File: src/rtl/uart_tx_ctrl.sv
// TX sequencer between the TX FIFO and uart_tx: pops a byte, starts the frame,
// follows tx_busy, then holds off for a programmable number of baud ticks.
module uart_tx_ctrl #(
    parameter int DATA_WIDTH     = 8,
    parameter int GAP_WIDTH      = 8,
    parameter int TIMEOUT_CYCLES = 16,
    parameter int CNT_WIDTH      = 16
) (
    input  logic                  clk,
    input  logic                  rst_n,
    input  logic                  tx_en,
    input  logic                  flush,
    input  logic                  err_clr,
    input  logic [GAP_WIDTH-1:0]  gap_cycles,
    input  logic                  baud_en,
    input  logic                  empty_tx,
    input  logic [DATA_WIDTH-1:0] fifo_dout,
    input  logic                  tx_busy,
    output logic                  rd_en,
    output logic [DATA_WIDTH-1:0] tx_data,
    output logic                  tx_start,
    output logic                  frame_done,
    output logic [CNT_WIDTH-1:0]  frame_count,
    output logic                  ctrl_busy,
    output logic                  timeout_err
);

    localparam int TO_W = $clog2(TIMEOUT_CYCLES + 1);

    typedef enum logic [2:0] {
        IDLE,
        POP,
        LOAD,
        START,
        WAIT_BUSY,
        SEND,
        GAP
    } state_t;

    state_t                state_q, state_d;
    logic [DATA_WIDTH-1:0] tx_data_q, tx_data_d;
    logic [TO_W-1:0]       to_cnt_q, to_cnt_d;
    logic [GAP_WIDTH-1:0]  gap_len_q, gap_len_d;
    logic [GAP_WIDTH-1:0]  gap_cnt_q, gap_cnt_d;
    logic [CNT_WIDTH-1:0]  frame_count_q, frame_count_d;
    logic                  frame_done_q, frame_done_d;
    logic                  timeout_err_q, timeout_err_d;
    logic                  timeout_hit;
    logic                  flush_pop;

    always_ff @(posedge clk) begin
        if (!rst_n) begin
            state_q       <= IDLE;
            tx_data_q     <= '0;
            to_cnt_q      <= '0;
            gap_len_q     <= '0;
            gap_cnt_q     <= '0;
            frame_count_q <= '0;
            frame_done_q  <= 1'b0;
            timeout_err_q <= 1'b0;
        end else begin
            state_q       <= state_d;
            tx_data_q     <= tx_data_d;
            to_cnt_q      <= to_cnt_d;
            gap_len_q     <= gap_len_d;
            gap_cnt_q     <= gap_cnt_d;
            frame_count_q <= frame_count_d;
            frame_done_q  <= frame_done_d;
            timeout_err_q <= timeout_err_d;
        end
    end

    // Flush drains the FIFO straight from IDLE, one entry per clk, without transmitting.
    assign flush_pop = (state_q == IDLE) && flush && !empty_tx;

    always_comb begin
        state_d       = state_q;
        tx_data_d     = tx_data_q;
        to_cnt_d      = to_cnt_q;
        gap_len_d     = gap_len_q;
        gap_cnt_d     = gap_cnt_q;
        frame_count_d = frame_count_q;
        frame_done_d  = 1'b0;
        timeout_hit   = 1'b0;

        case (state_q)
            IDLE: begin
                if (!flush_pop && tx_en && !empty_tx && !tx_busy) begin
                    state_d = POP;
                end
            end
            POP: state_d = LOAD;
            LOAD: begin
                tx_data_d = fifo_dout;
                state_d   = START;
            end
            START: begin
                to_cnt_d = '0;
                state_d  = WAIT_BUSY;
            end
            WAIT_BUSY: begin
                if (tx_busy) begin
                    state_d = SEND;
                end else begin
                    to_cnt_d = to_cnt_q + TO_W'(1);
                    if (to_cnt_d == TO_W'(TIMEOUT_CYCLES)) begin
                        timeout_hit = 1'b1;
                        state_d     = IDLE;
                    end
                end
            end
            SEND: begin
                if (!tx_busy) begin
                    frame_done_d  = 1'b1;
                    frame_count_d = frame_count_q + CNT_WIDTH'(1);
                    if (gap_cycles != '0) begin
                        // Gap length is latched here so mid-gap writes only affect the next gap.
                        gap_len_d = gap_cycles;
                        gap_cnt_d = '0;
                        state_d   = GAP;
                    end else begin
                        state_d = IDLE;
                    end
                end
            end
            GAP: begin
                if (baud_en) begin
                    gap_cnt_d = gap_cnt_q + GAP_WIDTH'(1);
                    if (gap_cnt_d == gap_len_q) begin
                        state_d = IDLE;
                    end
                end
            end
            default: state_d = IDLE;
        endcase

        // A fresh timeout wins over a simultaneous clear.
        timeout_err_d = timeout_hit | (timeout_err_q & ~err_clr);
    end

    assign rd_en       = (state_q == POP) || flush_pop;
    assign tx_start    = (state_q == START);
    assign ctrl_busy   = (state_q != IDLE);
    assign tx_data     = tx_data_q;
    assign frame_done  = frame_done_q;
    assign frame_count = frame_count_q;
    assign timeout_err = timeout_err_q;

endmodule

File: config.mk
export PLATFORM = sky130hd
export DESIGN_NAME = uart_tx_ctrl
export DESIGN_NICKNAME = d
export VERILOG_FILES = /design/src/rtl/uart_tx_ctrl.sv
export SDC_FILE = /design/constraint.sdc
export NUM_CORES = 1
export LEC_CHECK = 0
export ABC_CLOCK_PERIOD_IN_PS = 1900
export CAP_MARGIN = 10
export CORE_MARGIN = 8
export CORE_UTILIZATION = 30
export CTS_BUF_LIST = sky130_fd_sc_hd__clkbuf_8
export DETAILED_ROUTE_END_ITERATION = 6
export PLACE_DENSITY = 0.54
export REMOVE_ABC_BUFFERS = 1
export SYNTH_ARGS = -nofsm -noshare
export SYNTH_HDL_FRONTEND = slang
export SYNTH_SLANG_ARGS = --single-unit
File: constraint.sdc
create_clock -name clk -period 1.9 [get_ports clk]
set_input_delay 0.38 -clock clk [delete_from_list [all_inputs] [get_ports clk]]
set_output_delay 0.38 -clock clk [all_outputs]
set_load 0.02 [all_outputs]
# Word level (Yosys, flattened, before mapping)

Cells that the tools add are included.

Register bits: 50
Latch bits: 0
Memory bits (writable): 0
ROM bits: 0
Input bits: 24
Output and inout port bits: 29
Logic and storage cells: 68
Memories kept: 0

Add/subtract/negate cells: 3
Multipliers: 0
Div/mod/pow operators: 0
Order comparisons: 0
Eq/ne operators: 15
Shifts and indexed selects: 0
Multiplexer cells: 18
Bitwise logic cells: 4
Reduce and logical (&&, ||, !) cells: 20

Operators with widths:

| operator                                                        | number |
|---|---|
| 8-bit two-way mux                                               | 3 |
| 3-bit two-way mux                                               | 7 |
| 3-bit case mux with 7 select lines                              | 1 |
| 16-bit by 1-bit adder with 16-bit output, second input constant | 1 |
| 8-bit case mux with 2 select lines                              | 1 |
| 2-bit inequality test, second input constant                    | 5 |
| 5-bit case mux with 2 select lines                              | 1 |
| 3-bit == test, second input constant                            | 3 |
| 8-bit by 1-bit adder with 8-bit output, second input constant   | 1 |
| 8-bit == test                                                   | 1 |
| 8-bit nonzero test                                              | 1 |
| 3-bit by 2-bit == test with 1-bit output, second input constant | 2 |
| 2-bit AND reduction                                             | 3 |
| 5-bit by 1-bit adder with 5-bit output, second input constant   | 1 |
| 5-bit == test, second input constant                            | 1 |
| 1-bit logical AND                                               | 5 |
| 5-bit two-way mux                                               | 1 |
| 5-bit AND reduction                                             | 1 |
| 1-bit two-way mux                                               | 4 |
| 4-bit AND reduction                                             | 1 |
| 2-bit nonzero test                                              | 2 |
| 3-bit by 1-bit == test with 1-bit output, second input constant | 1 |
| 1-bit zero test                                                 | 3 |
| 3-bit zero test                                                 | 1 |
| 8 further kinds                                                 | 9 |

# Depth between registers and ports, before layout

Gate-level depths: netlist (run 1).

Depth in word-level cells: 9
Depth in mapped cells: 8
Gate-level depth less buffers: 7

# Worst setup path before layout (run 1)

Ideal clock, no wire load.

Kind: register to register
Start point: register gap_cnt_q[0]
End point: register state_q[1]
Library setup time: 0.117 ns
Arrival: 1.790 ns
Data required time: 1.783 ns
Setup slack: -0.008 ns
Cell stages (with the launch flop): 8
Path buffers: 0
Period minus slack after synthesis: 1.908 ns
Path through: dfxtp_1 > ha_1 > nand3_1 > nor2_1 > xnor2_1 > a2111o_1 > nand4b_1 > a32o_1

Word-level cells in the longest chain between the ends: 4

Ends and longest elaborated chain:

| element                                | RTL line | source |
|---|---|---|
| start, declared                        | 44       | `logic [GAP_WIDTH-1:0] gap_cnt_q, gap_cnt_d;` |
| start signal, assigned                 | 66       | `gap_cnt_q <= gap_cnt_d;` |
| 8-bit by 1-bit adder with 8-bit output | 128      | `gap_cnt_d = gap_cnt_q + GAP_WIDTH'(1);` |
| 8-bit == test                          | 129      | `if (gap_cnt_d == gap_len_q) begin` |
| 2-bit inequality test (no source line) | --       |  |
| 5-bit AND reduction (no source line)   | --       |  |
| end signal, assigned                   | 62       | `state_q <= state_d;` |
| end, declared                          | 40       | `state_t state_q, state_d;` |

Every way passes these cells.
A chain may end at the register's enable or synchronous reset.

# Worst setup path after layout (run 1)

Start point: register gap_cnt_q[1]
End point: register state_q[1]

Same word-level chain as after synthesis.

==> results of run 1 <==
report_power, final:
part	switching (mW)	total [mW]	internal, mW
Combinational	0.375	0.758	0.382
Clock	0.386	0.786	0.400
Sequential	0.0570	1.16	1.10
placed cells by master (no fill, tap or decap), types with 2 or more instances in the layout:
cell type        Yosys  final
nor3_2               0      2
nand2b_1             4      4
nor3_1               5      3
a21oi_1             21     21
nor3b_1              2      2
nand2_1             15     15
nand3_1              8      8
and3_1               7      7
inv_1                8      8
clkbuf_8             0      5
o21ai_0             14     14
and2_1               2      2
clkdlybuf4s50_1      0     49
ha_1                 3      2
mux2i_1             19     19
a311oi_1             2      2
dlygate4sd2_1        0      2
buf_4                2     43
or3_1                6      6
nor2_1              53     51
nand4_1              7      7
a211oi_1             3      2
xnor2_1             13     13
nor2_2               0      2
dfxtp_1             50     47
xor2_1               9      8
dfxtp_2              0      2
nand3b_1             6      6
nor4_2               0      2
worst paths after layout:
kind	startpoint	end	slack, ns	cells past startpoint
setup / recovery	gap_cnt_q[1]$_SDFFE_PN0P_	state_q[1]$_SDFFE_PN0P_	-0.004	7
hold / removal	timeout_err$_SDFF_PN0_	timeout_err$_SDFF_PN0_	0.50	2
setup reg to reg	gap_cnt_q[1]$_SDFFE_PN0P_	state_q[1]$_SDFFE_PN0P_	-0.004	7
hold reg to reg	timeout_err$_SDFF_PN0_	timeout_err$_SDFF_PN0_	0.50	2
critical path, stage by stage (launching register included):
cell and delay, ns:
dfxtp_2 0.35, buf_6 0.09, and4_4 0.24, nand4_4 0.11, xor2_1 0.17, a2111o_1 0.44, nand4b_1 0.18, a32o_1 0.22
stage by stage:
step	setup slack, ns	instances	cell area (µm²)
floorplan	-0.566	278	2400
global placement	-0.228	478	3390
detailed placement	-0.287	478	3390
CTS	-0.0122	487	3520
global route	-0.111	488	3570
finish	-0.00394	488	3570
what timing repair did:
action / CTS / global route
endpoints found under the hold margin: 0 / 0
pin swaps: 2 / 3
resized for setup: 11 / 10
setup buffers: 1 / 1
endpoints found under the setup margin: 9 / 10
sequential cells by signal (all words and copies together) (netlist names):
name	cells
timeout_err	1
tx_data	8
to_cnt_q	5
state_q	3
gap_cnt_q	8
gap_len_q	8
frame_done	1
frame_count	16
cells by family after synthesis:
| logic type | share of synthesized area [%] |
|---|---|
| adders and majority gates | 1.51 |
| AOI/OAI and AO/OA | 11.7 |
| xor gates and xnor gates | 7.74 |
| DFF | 40.2 |
| and+or+nand+nor | 26.2 |
| buffers and inverters | 5.02 |
| muxes | 7.63 |
layout make-up:
class / count / share of cell area, %
Multi-Input combinational cell: 220 / 39.6
Clock buffer: 5 / 1.93
Timing Repair Buffer: 97 / 24.3
Sequential cell: 50 / 28.2
Inverter: 8 / 0.842
Clock inverter: 3 / 1.33
Tap cell: 105 / 3.68
layer usage:
metal	track usage (%)	vias to the layer above	wire, µm
li1	-	1200	-
met1	13.8	1105	3210
met2	19.8	38	3080
met3	2.64	5	228
met4	3.92	0	68
met5	0	-	0
==> results.md, run 1 <==
- Max_slew headroom: a little under three quarters
- Vias in the first global route: 2362
- Fin crit share: 100%
- Cell count after synthesis: 291
- Worst slew pin tran: 0.414 ns
- GR Overflow Total: 0
- Syn. warnings: 0
- Clk root buf: clkbuf_8
- DIE HEIGHT: 107 µm
- Clk Latency, worst-skew pair: roughly 0.32 ns
- Max-cap violations: 0
- Netlist cell types: 47
- EDFF count, synth: 0
- Worst Skew: 0.0163 ns
- Final net count: 409
- CTS tree: done
- Worst Path Required: 2.10 ns
- WL/cell: 13.5 µm
- IO Count: 53
- Hold-fix buffers, CTS: 0
- Power density over cell area: 758 nW/µm²
- Clk pin slew, worst setup/hold paths: approximately 0.11 ns
- Count of input and output buffers: 52
- Filler cell count: 819
- Drt first pass iters: 4
- Bufs on Longest Clock Path: 2
- Area delta synth->final: 43.1%
- Largest area contributor in the netlist: dfxtp_1
- Largest net degree at the start of global routing: 49
- Failing checks: setup timing
- Slew Limit Fails: 0
- # H-tree levels: 2
- Total GRT Usage: 11.6%
- Final WS setup: -0.00394 ns
- Sequential cell area: slightly above 1000 µm²
- Unrepaired setup endpoints after global routing: yes
- Worst Hold Class: reg2reg
- Routed wire length: between 6000 and 7000 µm
- Endpoints failing setup: 1
- Core area: 8130 µm²
- Top cells by count, synth: 53 x nor2_1, 50 x dfxtp_1, 21 x a21oi_1
- Rows: 33
- Hold Slack: 0.497 ns
- Flops & latches, synth: 50
- Drt via density: between 4 and 5
- GP Congestion: 0.805
- Multi-input logic area: 1410 µm²
- Hold Vio Cnt, Final: 0
- Fin util: 43.8%
- Top-count cell post-synth: nor2_1
- CP startpoint kind: register
- Maximum clock rate: 0.525 GHz
- Chip width: 107 µm
- Status: finished with violations
- CP Capture Type: register
- Worst vdd ir: roughly 300 µV
- Pwr Total: 2.70 mW
- Synthesized area: approximately 2500 µm²
- Clock buffers created by TritonCTS: 5
- Sequential share of the synthesized area: around 40%
- Final routed DRC violation total: 0
- Initial antenna violation count: 0
- Syn avg cell area: 8.56 µm²
- TNS Setup: -0.00394 ns
- # diodes: 0
- Synth async-reset ratio: 0%
- Via count: 2348
- CTS Sinks: 50
- HPWL after DPL: 4840 µm
- Critical Path AT: around 2.1 ns
- CP Max Fanout: 4
- Setup CP Type: reg2reg
- Share of cells above drive strength 1: 18.8%
- Shortest period the worst path allows: 1.90 ns
- Die area: 11500 µm²
- Synth top area share: 40.2%
- Initial core utilization: a little under a third
- Synth top area cells: dfxtp_1 40%, nor2_1 8.0%, mux2i_1 7.6%
- Leak pwr: between 1 and 1.5 nW
- First-pass GRT wire length: between 10000 and 15000 µm
- Top FF cell, synth: dfxtp_1
- ANT nets after route: 0
- Initial DRC Count: 61
(Power assumes the default switching activity.)
==> run 2, diff against run 1 <==
--- a/config.mk
+++ b/config.mk
@@ -13,6 +13,7 @@
 export DETAILED_ROUTE_END_ITERATION = 6
 export PLACE_DENSITY = 0.54
 export REMOVE_ABC_BUFFERS = 1
+export SETUP_SLACK_MARGIN = 0.3
 export SYNTH_ARGS = -nofsm -noshare
 export SYNTH_HDL_FRONTEND = slang
 export SYNTH_SLANG_ARGS = --single-unit
==> run 2 against run 1 <==
Effect of this change: highest routed layer unchanged; the run still ends with setup timing left; utilization increased by 1.0 points; via count up 1.2%; largest cell class unchanged; final cell count is 1.8% higher; setup slack got worse by 0.022 ns; critical endpoint unchanged; critical path type unchanged; count of clock-buffer cells in the layout did not move; combinational power up 3.2%.
==> results.md, run 2 (synthesis gave the netlist of run 1 again) <==
- Initial core utilization: 30.6% (unchanged)
- Clk root buf: clkbuf_8 (unchanged)
- IO Count: 53 (unchanged)
- Critical Path AT: 2.13 ns (was 2.10 ns)
- GP Congestion: 0.805 (unchanged)
- Drt via density: 4.78 (was 4.81)
- Bufs on Longest Clock Path: 2 (unchanged)
- Count of input and output buffers: 52 (unchanged)
- Final routed DRC violation total: 0 (unchanged)
- Worst Hold Class: in2reg (was reg2reg)
- GR Overflow Total: 0 (unchanged)
- Clk Latency, worst-skew pair: 0.31 ns (was 0.32 ns)
- Maximum clock rate: 0.519 GHz (was 0.525 GHz)
- Power density over cell area: 748 nW/µm² (was 758 nW/µm²)
- Setup CP Type: reg2reg (unchanged)
- Max reg flops: 16 (unchanged)
- Share of cells above drive strength 1: 23.5% (was 18.8%)
- Post-Layout Inst Area: 3650 µm² (was 3570 µm²)
- Initial DRC Count: 88 (was 61)
- Max-cap violations: 0 (unchanged)
- CP Max Fanout: 4 (unchanged)
- TNS Setup: -0.0263 ns (was -0.00394 ns)
- Final net count: 418 (was 409)
- ANT nets after route: 0 (unchanged)
- Failing checks: setup timing (unchanged)
- Largest net degree at the start of global routing: 49 (unchanged)
- CP startpoint kind: register (unchanged)
- Endpoints failing setup: 1 (unchanged)
- Unrepaired setup endpoints after global routing: yes (unchanged)
- Max_slew headroom: 73.0% (was 71.9%)
- Non-filler cells, final: 497 (was 488)
- Rows: 33 (unchanged)
- Worst slew pin tran: 0.398 ns (was 0.414 ns)
- Total GRT Usage: 11.7% (was 11.6%)
- Vias in the first global route: 2365 (was 2362)
- Worst Skew: 0.0130 ns (was 0.0163 ns)
- Pwr Total: 2.73 mW (was 2.70 mW)
- Hold Vio Cnt, Final: 0 (unchanged)
- CTS Sinks: 50 (unchanged)
- Die area: 11500 µm² (unchanged)
- Clock buffers created by TritonCTS: 5 (unchanged)
- Worst Path Required: 2.10 ns (about the same)
- HPWL after DPL: 4840 µm (unchanged)
- Commonest cells after routing, fill and taps aside: 48 x buf_4, 47 x nor2_1, 44 x dfxtp_1, 34 x dlygate4sd2_1, 20 x a21oi_1 (was 51 x nor2_1, 49 x clkdlybuf4s50_1, 47 x dfxtp_1, 43 x buf_4, 21 x a21oi_1)
- # H-tree levels: 2 (unchanged)
- Fin crit share: 101% (was 100%)
- Filler cell count: 818 (was 819)
- Chip width: 107 µm (unchanged)
- Via count: 2376 (was 2348)
- Shortest period the worst path allows: 1.93 ns (was 1.90 ns)
- DIE HEIGHT: 107 µm (unchanged)
- CP Capture Type: register (unchanged)
- # diodes: 0 (unchanged)
- Routed wire length: 6660 µm (was 6600 µm)
- Area delta synth->final: 46.5% (was 43.1%)
- First-pass GRT wire length: 11100 µm (was 11000 µm)
- Post-DP Area: 3390 µm² (unchanged)
- CTS tree: done (unchanged)
- Drt first pass iters: 4 (unchanged)
- Post-Place Cells: 478 (unchanged)
- Final WS setup: -0.0263 ns (was -0.00394 ns)
- Most common cell after layout, fill and taps aside: buf_4 (was nor2_1)
- Core area: 8130 µm² (unchanged)
- Status: finished with violations (unchanged)
- Clk pin slew, worst setup/hold paths: 0.09 ns (was 0.11 ns)
- WL/cell: 13.4 µm (was 13.5 µm)
- Leak pwr: 1.52 nW (was 1.30 nW)
- Worst vdd ir: 292 µV (was 299 µV)
- Slew Limit Fails: 0 (unchanged)
- Initial antenna violation count: 0 (unchanged)
==> run 2: cell types whose count changed in the layout (fill, tap and decap cells not counted), sizes merged <==
cell           change
clkdlybuf4s50     -37
clkbuf             -1
dlymetal6s2s       +3
dlygate4sd2       +32
buf               +12
==> run 2: through the flow <==
stage | worst slack, ns | hold WS, ns | util [%]
floorplan | -0.566 | 0.459 | -
global placement | -0.228 | 0.467 | 41.7
detailed placement | -0.287 | 0.483 | 41.7
CTS | -0.00570 | 0.504 | 43.7
global route | -0.113 | 0.390 | 44.9
finish | -0.0263 | 0.387 | 44.9
==> run 2: layer usage <==
layer	global-route usage [%]	wire length, µm
met3	2.64	234
met4	3.92	74
met5	0	0
met1	14.2	3240
met2	19.8	3110
==> run 2: power by group <==
group	internal [mW]	switching, mW	total (mW)
clock	0.400	0.385	0.784
combinational	0.387	0.395	0.782
sequential	1.11	0.0572	1.16
==> run 2: final cells by class <==
class	count	area, µm²	area share (%)
tap	105	131	3.60
clock inverter	3	47.5	1.30
multi-input combinational	220	1440	39.5
inverter	8	30.0	0.823
sequential	50	1010	27.7
clock buffer	5	68.8	1.89
timing repair buffer	106	920	25.2
==> run 2: final timing paths <==
kind / slack (ns) / startpoint / cells past startpoint / to
setup / recovery: -0.03 / gap_cnt_q[1]$_SDFFE_PN0P_ / 7 / state_q[1]$_SDFFE_PN0P_
setup reg to reg: -0.03 / gap_cnt_q[1]$_SDFFE_PN0P_ / 7 / state_q[1]$_SDFFE_PN0P_
hold / removal: 0.39 / gap_cycles[0] / 3 / gap_len_q[0]$_SDFFE_PN0P_
hold reg to reg: 0.49 / timeout_err$_SDFF_PN0_ / 2 / timeout_err$_SDFF_PN0_
==> run 2: critical path, stage by stage (launching register included) <==
cell	delay, ns
dfxtp_2	0.35
buf_6	0.09
and4_4	0.24
nand4_4	0.12
xor2_1	0.18
a2111o_1	0.44
nand4b_1	0.18
a32o_1	0.23
==> run 2: what timing repair did <==
| action | 4_1_cts | 5_1_grt |
|---|---|---|
| gates resized for setup | 70 | 19 |
| hold buffers | 0 | 0 |
| setup buffers | 5 | 6 |
| setup endpoints to repair | 63 | 40 |
| pin swaps | 8 | 7 |
